--- src/rtl/dma_pkg.sv ---
// Shared types and constants for the DMA AXI write drain path.
package dma_pkg;

    typedef enum logic [1:0] {
        WR_IDLE = 2'd0,
        WR_AW   = 2'd1,
        WR_W    = 2'd2,
        WR_B    = 2'd3
    } wr_state_t;

    localparam logic [1:0] AXI_BURST_INCR = 2'b01;

    localparam logic [1:0] AXI_RESP_OKAY   = 2'b00;
    localparam logic [1:0] AXI_RESP_EXOKAY = 2'b01;
    localparam logic [1:0] AXI_RESP_SLVERR = 2'b10;
    localparam logic [1:0] AXI_RESP_DECERR = 2'b11;

    localparam int unsigned PAGE_SIZE = 4096;

    // True when a burst starting at page offset 'offset' runs past the 4KB page end.
    function automatic logic crosses_4k(input logic [11:0] offset,
                                        input logic [7:0]  len,
                                        input int unsigned bytes_per_beat);
        return (32'(offset) + (32'(len) + 32'd1) * bytes_per_beat) > PAGE_SIZE;
    endfunction

endpackage

--- src/rtl/dma_axi_wr.sv ---
// DMA write drain: one descriptor -> one AXI4 INCR burst (AW, W, B), popping the FIFO per W beat.
// Optional build macro DMA_WR_4K_CHECK_EN rejects descriptors that cross a 4KB page.
module dma_axi_wr
    import dma_pkg::*;
#(
    parameter int          ADDR_WIDTH = 32,
    parameter int          DATA_WIDTH = 32,
    parameter int          ID_WIDTH   = 4,
    parameter int unsigned AXI_ID     = 0
) (
    input  logic                    clk,
    input  logic                    rstn,
    input  logic                    desc_valid_i,
    output logic                    desc_ready_o,
    input  logic [ADDR_WIDTH-1:0]   desc_addr_i,
    input  logic [7:0]              desc_len_i,
    input  logic                    fifo_empty_i,
    input  logic [DATA_WIDTH-1:0]   fifo_data_i,
    output logic                    fifo_read_o,
    output logic [ID_WIDTH-1:0]     aw_id_o,
    output logic [ADDR_WIDTH-1:0]   aw_addr_o,
    output logic [7:0]              aw_len_o,
    output logic [2:0]              aw_size_o,
    output logic [1:0]              aw_burst_o,
    output logic                    aw_valid_o,
    input  logic                    aw_ready_i,
    output logic [DATA_WIDTH-1:0]   w_data_o,
    output logic [DATA_WIDTH/8-1:0] w_strb_o,
    output logic                    w_last_o,
    output logic                    w_valid_o,
    input  logic                    w_ready_i,
    input  logic [1:0]              b_resp_i,
    input  logic                    b_valid_i,
    output logic                    b_ready_o,
    output logic                    done_o,
    output logic                    err_o
);

    localparam int unsigned BYTES_PER_BEAT = DATA_WIDTH / 8;
    localparam logic [2:0]  AXSIZE         = 3'($clog2(BYTES_PER_BEAT));

    wr_state_t             state_q, state_d;
    logic [ADDR_WIDTH-1:0] addr_q,  addr_d;
    logic [7:0]            len_q,   len_d;
    logic [7:0]            beat_q,  beat_d;
`ifdef DMA_WR_4K_CHECK_EN
    logic                  xerr_q,  xerr_d;
`endif

    always_ff @(posedge clk or negedge rstn) begin
        if (!rstn) begin
            state_q <= WR_IDLE;
            addr_q  <= '0;
            len_q   <= '0;
            beat_q  <= '0;
`ifdef DMA_WR_4K_CHECK_EN
            xerr_q  <= 1'b0;
`endif
        end else begin
            state_q <= state_d;
            addr_q  <= addr_d;
            len_q   <= len_d;
            beat_q  <= beat_d;
`ifdef DMA_WR_4K_CHECK_EN
            xerr_q  <= xerr_d;
`endif
        end
    end

    always_comb begin
        state_d      = state_q;
        addr_d       = addr_q;
        len_d        = len_q;
        beat_d       = beat_q;
        desc_ready_o = 1'b0;
        aw_valid_o   = 1'b0;
        w_valid_o    = 1'b0;
        w_last_o     = 1'b0;
        fifo_read_o  = 1'b0;
        b_ready_o    = 1'b0;
        done_o       = 1'b0;
        err_o        = 1'b0;
`ifdef DMA_WR_4K_CHECK_EN
        xerr_d       = 1'b0;
        // A rejected descriptor reports done+err one cycle after acceptance.
        done_o       = xerr_q;
        err_o        = xerr_q;
`endif

        unique case (state_q)
            WR_IDLE: begin
                // Held low while reset is asserted even though the state already reads IDLE.
                desc_ready_o = rstn;
                if (desc_valid_i) begin
                    addr_d = desc_addr_i;
                    len_d  = desc_len_i;
`ifdef DMA_WR_4K_CHECK_EN
                    if (crosses_4k(desc_addr_i[11:0], desc_len_i, BYTES_PER_BEAT)) begin
                        xerr_d = 1'b1;
                    end else begin
                        state_d = WR_AW;
                    end
`else
                    state_d = WR_AW;
`endif
                end
            end
            WR_AW: begin
                aw_valid_o = 1'b1;
                if (aw_ready_i) begin
                    state_d = WR_W;
                    beat_d  = '0;
                end
            end
            WR_W: begin
                w_valid_o   = ~fifo_empty_i;
                w_last_o    = w_valid_o && (beat_q == len_q);
                fifo_read_o = w_valid_o && w_ready_i;
                if (fifo_read_o) begin
                    beat_d = beat_q + 8'd1;
                    if (w_last_o) begin
                        state_d = WR_B;
                    end
                end
            end
            WR_B: begin
                b_ready_o = 1'b1;
                if (b_valid_i) begin
                    done_o  = 1'b1;
                    err_o   = (b_resp_i == AXI_RESP_SLVERR) || (b_resp_i == AXI_RESP_DECERR);
                    state_d = WR_IDLE;
                end
            end
            default: state_d = WR_IDLE;
        endcase
    end

    assign aw_id_o    = ID_WIDTH'(AXI_ID);
    assign aw_addr_o  = addr_q;
    assign aw_len_o   = len_q;
    assign aw_size_o  = AXSIZE;
    assign aw_burst_o = AXI_BURST_INCR;
    assign w_data_o   = fifo_data_i;
    assign w_strb_o   = '1;

endmodule

--- config.mk ---
export PLATFORM = sky130hd
export DESIGN_NAME = dma_axi_wr
export DESIGN_NICKNAME = d
export VERILOG_FILES = /design/src/rtl/dma_pkg.sv /design/src/rtl/dma_axi_wr.sv
export SDC_FILE = /design/constraint.sdc
export NUM_CORES = 1
export LEC_CHECK = 0
export ABC_AREA = 0
export CAP_MARGIN = 20
export CORE_UTILIZATION = 37
export CTS_BUF_LIST = sky130_fd_sc_hd__clkbuf_4
export DETAILED_ROUTE_END_ITERATION = 8
export GPL_ROUTABILITY_DRIVEN = 0
export PLACE_DENSITY = 0.83
export SYNTH_ARGS = -nofsm -noshare
export SYNTH_HDL_FRONTEND = slang
export SYNTH_SLANG_ARGS = --single-unit
--- constraint.sdc ---
create_clock -name clk -period 2.19 [get_ports clk]
set_clock_uncertainty 0.05 [all_clocks]
set_input_delay 0.438 -clock clk [delete_from_list [all_inputs] [get_ports clk]]
set_output_delay 0.438 -clock clk [all_outputs]
set_load 0.1 [all_outputs]
==> results of run 1 <==
final cells by class:
class                      instances  area (sq um)
fill                             583          3186
timing repair buffer             116          1096
inverter                           4         16.27
sequential                        50          1260
tap                               96         120.1
multi-input combinational        126          1056
clock buffer                       8         60.06
flip-flops by register name, indices dropped and copies added (netlist names):
| register | cells |
|---|---|
| aw_addr_o | 32 |
| beat_q | 8 |
| aw_len_o | 8 |
| state_q | 2 |
what timing repair did:
| action | 4_1_cts | 5_1_grt |
|---|---|---|
| setup buffers | 12 | 3 |
| endpoints found under the hold margin | 0 | 0 |
| hold buffers | 0 | 0 |
| setup endpoints to repair | 3 | 2 |
| gates resized for setup | 4 | 1 |
| pin swaps | 3 | 2 |
cells in the final DEF (no fill, tap or decap), drive strengths merged, types with 2 or more instances in the layout:
| cell | instances |
|---|---|
| o21ai | 3 |
| clkdlybuf4s50 | 46 |
| xor2 | 10 |
| buf | 70 |
| and2 | 4 |
| a21oi | 2 |
| nor3 | 2 |
| dfrtp | 50 |
| inv | 3 |
| o31a | 2 |
| nor4 | 3 |
| nand3 | 3 |
| a311oi | 2 |
| nand2 | 8 |
| nor2b | 4 |
| clkbuf | 8 |
| nor2 | 6 |
| ha | 6 |
| conb | 13 |
| mux2 | 40 |
| and3 | 2 |
routing by layer:
metal  GRT usage  share of wire  vias to the layer above
met2      0.2560           0.48                       85
met1      0.1799           0.40                      941
met4     0.09242          0.035                        0
met5           0              0                        -
li1            -              -                      856
met3     0.05486          0.077                       26
path summary, 6_finish.rpt:
kind                         startpoint      endpoint  slack (ns)  depth (start not counted)
max                           beat_q[0]      w_last_o       -0.04                          5
min                                rstn     beat_q[0]        0.19                          2
max reg2reg                  state_q[1]     beat_q[5]        0.18                          6
min reg2reg                aw_addr_o[8]  aw_addr_o[8]        0.47                          1
max in group asynchronous          rstn   aw_len_o[2]        1.44                          2
min in group clk           aw_addr_o[8]  aw_addr_o[8]        0.47                          1
cells by family after synthesis:
logic type / share of synthesized area
flops: 0.4812
other cells: 0.002888
simple gates: 0.08566
xor+xnor: 0.03705
buf+inv: 0.1420
fa+ha+maj: 0.02887
mux: 0.1732
compound gates: 0.04910
per-stage QoR:
stage | worst slack, ns | hold slack [ns] | TNS [ns] | std cells | utilization
after floorplan | -0.2102 | 0.09241 | -0.2102 | 229 | -
after global placement | 0.04190 | 0.4391 | 0 | 377 | 0.5037
after detailed placement | 0.04209 | 0.4490 | 0 | 377 | 0.5037
after CTS | -0.05782 | 0.1826 | -0.05782 | 397 | 0.5278
after global routing | -0.1207 | 0.2239 | -0.1222 | 400 | 0.5311
final | -0.04156 | 0.1935 | -0.04156 | 400 | 0.5311
==> metrics.txt, run 1 <==
outcome=complete, but fails checks; failing checks=negative setup slack; first-pass GRT wire length=9080 um; startpoint type of the worst setup path=flop; HP Class=in2async; HPWL Detailed=4048 um; CTS clock-pin slew for the worst setup and hold paths=0.14 ns; drt pass-1 iters=4; relative max-transition margin=0.5777; core area=6794 sq um; die area=7366 sq um; vias in the first global route=2012; largest net degree at the start of global routing=51; die height=85.83 um; most frequent cell after synthesis=dfrtp_1; WL/cell=13.95 um; Synth Flop Type=dfrtp_1; worst-path cell chain=xor2_1 -> nor4_1 -> buf_4 -> and3_4 -> buf_12; area delta synth->final=38.79%; IO Pins=174; Yosys warnings=0; diode count=0; Worst Tran Pin Value=0.6335 ns; Worst-Skew Late Latency=0.35 ns; initial antenna violation count=0; max-slew violation count=0; crit path kind=reg2out; Final Cycle Share=1.019; number of vias per cell=4.770; post-synth top area cell=dfrtp_1; H-tree depth=2; layout cells sized above 1=0.4605; Avg Synthesized Cell Area=11.93 sq um; Nets=390; Final Setup Violations=1; 1st-iter DRT viols=41; sequential-to-total area share from yosys stat=0.4812; Worst Path Arrival=1.74 ns; CP top delay family=simple AND/OR/NAND/NOR gates; WL final=5578 um; Max-Cap Viols=0; cell row count=30; post-synth cell types=38; cell count after synthesis=218; top cell type's share of synthesized area=0.4812; Required @ worst endpoint=1.70 ns; slowest stage delay, CP=0.43 ns; Post-synth EDFFs=0; # DRC=0; Synth Register Bits=50; fmax=448.1 MHz; CTS root buffer=clkbuf_4; Post-synth ARST share=1.000; number of routed nets with antenna violations=0; initial core utilization=0.3827; Max Root-Sink Buffers=2; WP buf/inv=2; CP max-delay cell=dfrtp_1; RSZ-0062 raised after global routing=true; Synth top cells by count=dfrtp_1 (50), buf_4 (45), mux2_2 (40); DP Area=3422 sq um; crit path time final=2.232 ns; GRT Total Usage=0.1574; Cell Area, Synth=2600 sq um; vias after detailed routing=1908; largest fanout on the critical path=2; final hold violation count=0; port bufs=95; CTS tree=built; CP Capture Type=output pin; grt total ovfl=0; post-route cell area=3608 sq um; Die Wd=85.83 um; setup ws final=-0.04156 ns; # clock sinks=50; largest cells by area after synthesis=dfrtp_1 (48%), mux2_2 (17%), buf_4 (13%); Num CTS Buffers=5
Power of run 1 is left out: the tool's default activity adds up to more than one toggle a clock period on the data nets, which glitch-free logic cannot reach.
==> inputs of run 2 (changes only) <==
--- a/config.mk
+++ b/config.mk
@@ -7,11 +7,11 @@
 export LEC_CHECK = 0
 export ABC_AREA = 0
 export CAP_MARGIN = 20
-export CORE_UTILIZATION = 37
-export CTS_BUF_LIST = sky130_fd_sc_hd__clkbuf_4
+export CORE_UTILIZATION = 36
+export CTS_BUF_LIST = sky130_fd_sc_hd__clkbuf_16
 export DETAILED_ROUTE_END_ITERATION = 8
 export GPL_ROUTABILITY_DRIVEN = 0
-export PLACE_DENSITY = 0.83
+export PLACE_DENSITY = 0.81
 export SYNTH_ARGS = -nofsm -noshare
 export SYNTH_HDL_FRONTEND = slang
 export SYNTH_SLANG_ARGS = --single-unit
==> run 2 against run 1 <==
  * The run now ends clean
  * Largest cell class unchanged
  * Critical endpoint unchanged
  * Worst hold slack gained 0.043 ns
  * Core utilization grew 0.17 points
  * Flip-flop and latch count unchanged
  * Cell count shrank 2.5%
==> metrics.txt, run 2 (synthesis results as in run 1) <==
1st-iter DRT viols=74; Worst-Skew Late Latency=0.29 ns; core area=6869 sq um; IO Pins=174; HPWL Detailed=4153 um; Worst Path Arrival=1.68 ns; Multi-input gate area=1069 sq um; commonest non-fill, non-tap cell in the layout=buf_4; most frequent cells in the layout=buf_4 (50), clkdlybuf4s50_1 (46), dfrtp_1 (43); startpoint type of the worst setup path=flop; register area=1260 sq um; max reg flops=32; Num CTS Buffers=5; grt total ovfl=0; max-slew violation count=0; H-tree depth=2; Die Wd=86.99 um; CP Capture Type=output pin; area delta synth->final=40.76%; diode count=0; Max-Cap Viols=0; Layout fillers=614; final hold violation count=0; port bufs=95; Final Cycle Share=0.9895; CTS clock-pin slew for the worst setup and hold paths=0.07 ns; crit path time final=2.167 ns; Required @ worst endpoint=1.70 ns; WL/cell=14.23 um; Worst Tran Pin Value=0.6324 ns; Final Util=0.5328; vias in the first global route=1835; crit path kind=reg2out; layout cells sized above 1=0.4422; vias after detailed routing=1778; CTS root buffer=clkbuf_16; GRT Total Usage=0.1519; relative max-transition margin=0.5784; initial core utilization=0.3785; RSZ-0062 raised after global routing=true; fmax=461.5 MHz; HP Class=in2async; # clock sinks=50; outcome=complete, no violations; initial antenna violation count=0; cell row count=30; largest net degree at the start of global routing=51; launching point of the worst reg2reg path=state_q[1]; Nets=380; WL final=5549 um; drt pass-1 iters=4; Max Root-Sink Buffers=2; Final Setup Violations=0; # DRC=0; post-route cell area=3660 sq um; DP Area=3430 sq um; Final TNS setup=0 ns; number of vias per cell=4.559; largest fanout on the critical path=3; CTS tree=built; first-pass GRT wire length=8756 um; die area=7566 sq um; die height=86.99 um; crit path launch=aw_len_o[3]; number of routed nets with antenna violations=0
run 2: cell count changes in the layout (fill, tap and decap cells not counted), sizes merged:
cell,previous run,this run
inv,3,4
clkinvlp,0,1
bufinv,0,1
clkbuf,8,5
buf,70,60
run 2: timing repair:
item / CTS / global route
hold buffers: 0 / 0
pin swaps: 1 / 0
cloned: 0 / 0
hold endpoints to repair: 0 / 0
setup buffers: 4 / 0
gates resized for setup: 5 / 0
endpoints found under the setup margin: 1 / 1
run 2: metrics by stage:
step / worst slack [ns] / hold WS [ns] / instances
floorplan: -0.2102 / 0.09241 / 229
global placement: 0.1244 / 0.4389 / 378
detailed placement: 0.08036 / 0.4445 / 378
CTS: 0.004937 / 0.2648 / 390
global route: -0.06818 / 0.2995 / 390
finish: 0.02308 / 0.2366 / 390
run 2: worst paths after layout:
path	to	slack, ns	depth (start not counted)
max	w_last_o	0.02	5
min	beat_q[4]	0.24	2
max reg2reg	beat_q[7]	0.20	6
min reg2reg	aw_addr_o[30]	0.46	1
max in group asynchronous	aw_len_o[6]	1.40	2
min in group clk	aw_addr_o[30]	0.46	1
run 2: routing by layer:
metal	wire (um)	track usage	vias to the layer above
li1	-	-	835
met1	2255	0.1868	874
met2	2900	0.2591	61
met3	326	0.04265	8
met4	65	0.04545	0
met5	0	0	-
run 2: area by class of cell:
| class | count | share of cell area |
|---|---|---|
| clock buffers | 5 | 0.03419 |
| clock inverters | 3 | 0.01333 |
| inverters | 4 | 0.004444 |
| multi-input cells | 126 | 0.2920 |
| flip-flops and latches | 50 | 0.3443 |
| well taps | 96 | 0.03282 |
| repair buffers | 106 | 0.2790 |
run 2: worst max-delay path, cell delays in order, from the launching register on:
cell and delay, ns:
dfrtp_2 0.43, xor2_1 0.15, nor4_2 0.29, buf_4 0.16, and3_4 0.19, buf_12 0.17
Power of run 2 is left out for the same reason.
==> inputs of run 3 (changes only) <==
--- a/config.mk
+++ b/config.mk
@@ -11,6 +11,7 @@
 export CTS_BUF_LIST = sky130_fd_sc_hd__clkbuf_16
 export DETAILED_ROUTE_END_ITERATION = 8
 export GPL_ROUTABILITY_DRIVEN = 0
+export GPL_TIMING_DRIVEN = 0
 export PLACE_DENSITY = 0.81
 export SYNTH_ARGS = -nofsm -noshare
 export SYNTH_HDL_FRONTEND = slang
==> run 3 against run 2 <==
  * The run now ends with negative setup slack left
  * Via count increased by 17%
  * Cell area increased by 16%
  * Critical endpoint unchanged
  * Core utilization increased by 8.3 points
  * Critical path type unchanged
  * Flip-flop and latch count unchanged
  * Cell count increased by 19%
==> metrics.txt, run 3 (synthesis results as in run 1) <==
final hold violation count=0; routing usage on met3=0.05403; die area=7566 sq um; launching point of the worst reg2reg path=state_q[1]; hold_ws=0.08707 ns; CP max-delay cell=dfrtp_1; Layout fillers=583; largest net degree at the start of global routing=41; failing checks=negative setup slack; gr busiest metal=met2; CTS root buffer=clkbuf_16; # DRC=0; IO Pins=174; Required @ worst endpoint=1.70 ns; grt met2 use=0.2956; register area=1260 sq um; Worst Path Arrival=1.73 ns; drt pass-1 iters=4; HPWL Detailed=4937 um; Final Setup Violations=1; Max-Cap Viols=0; Worst Tran Pin Value=0.9739 ns; Nets=455; number of routed nets with antenna violations=0; area delta synth->final=62.70%; core area=6869 sq um; Multi-input gate area=1084 sq um; CP Capture Type=output pin; diode count=0; layout cells sized above 1=0.3415; FF-to-FF End=aw_len_o[7]; crit path kind=reg2out; most frequent cells in the layout=clkdlybuf4s50_1 (78), buf_4 (49), dfrtp_1 (43); number of vias per cell=4.492; initial antenna violation count=0; WL final=6219 um; initial core utilization=0.3785; first-pass GRT wire length=9370 um; startpoint type of the worst setup path=flop; Register-to-Register Path Depth=5; slowest stage delay, CP=0.44 ns; fmax=450.3 MHz; Worst-Skew Late Latency=0.28 ns; RSZ-0062 raised after global routing=true; vias in the first global route=2060; relative max-transition margin=0.3487; vias after detailed routing=2089; Max Root-Sink Buffers=2; die height=86.99 um; WL/cell=13.37 um; CTS tree=built; commonest non-fill, non-tap cell in the layout=clkdlybuf4s50_1; max-slew violation count=0; CTS clock-pin slew for the worst setup and hold paths=0.06 ns; 1st-iter DRT viols=54; Final Cycle Share=1.014; cell row count=30; GRT Total Usage=0.1589; largest fanout on the critical path=4; Final Util=0.6158; worst-path cell chain=xor2_1 -> nor4_4 -> and3_4 -> buf_8; grt total ovfl=0; max reg flops=32; internal reg-to-reg setup slack=0.23 ns; outcome=complete, but fails checks; HP Class=in2async; setup ws final=-0.03096 ns; grt met1 use=0.1766; Num CTS Buffers=5; Die Wd=86.99 um; crit path time final=2.221 ns; port bufs=127; # clock sinks=50; H-tree depth=2
run 3: changes by cell type in the layout (fill, tap and decap cells not counted), sizes merged, moves of 2 or more:
| cell | before | now |
|---|---|---|
| clkbuf | 5 | 10 |
| clkinv | 1 | 3 |
| clkdlybuf4s50 | 46 | 78 |
| dlygate4sd2 | 0 | 40 |
| dlygate4sd3 | 0 | 2 |
| buf | 60 | 55 |
run 3: through the flow:
| step | cell area (sq um) | TNS (ns) | worst slack, ns | cells |
|---|---|---|---|---|
| 5_1_grt | 4230 | -0.06757 | -0.06757 | 465 |
| 3_5_place_dp | 4075 | -4.369 | -1.026 | 453 |
| 2_1_floorplan | 2669 | -0.2102 | -0.2102 | 229 |
| 3_3_place_gp | 4060 | -52.75 | -2.379 | 452 |
| 6_report | 4230 | -0.03096 | -0.03096 | 465 |
| 4_1_cts | 4204 | -0.1667 | -0.1667 | 463 |
run 3: worst max-delay path, delay by kind of cell (launching register included):
family	cells	cell delay, ns
AND/OR/NAND/NOR	2	0.60
buffers and inverters	1	0.19
flip-flops	1	0.44
XOR/XNOR	1	0.21
run 3: area by class of cell:
type	count	area share
clock buffer	5	0.02958
clock inverter	3	0.004141
tap	96	0.02839
inverter	4	0.003845
sequential	50	0.2978
timing repair buffer	132	0.2967
buffer	49	0.08341
multi-input combinational	126	0.2561
run 3: worst max path at each step:
stage / from / endpoint / slack (ns) / cells past startpoint
floorplan: aw_len_o[1] / w_last_o / -0.21 / 3
global placement: rstn / desc_ready_o / -2.38 / 3
detailed placement: beat_q[0] / w_last_o / -1.03 / 4
CTS: aw_len_o[7] / w_last_o / -0.17 / 4
global route: beat_q[3] / w_last_o / -0.07 / 4
finish: beat_q[3] / w_last_o / -0.03 / 4
run 3: timing repair:
item                       in CTS  in global routing
setup buffers                   0                  2
pin swaps                       0                  2
hold buffers                    2                  0
hold endpoints to repair        3                  0
resized for setup              79                 13
setup endpoints to repair      48                  5
run 3: routing by layer:
layer  routed length (um)  part of all wire
met1                 2285              0.37
met2                 3372              0.54
met3                  528             0.085
met4                   34            0.0055
met5                    0                 0
Power of run 3 is left out for the same reason.
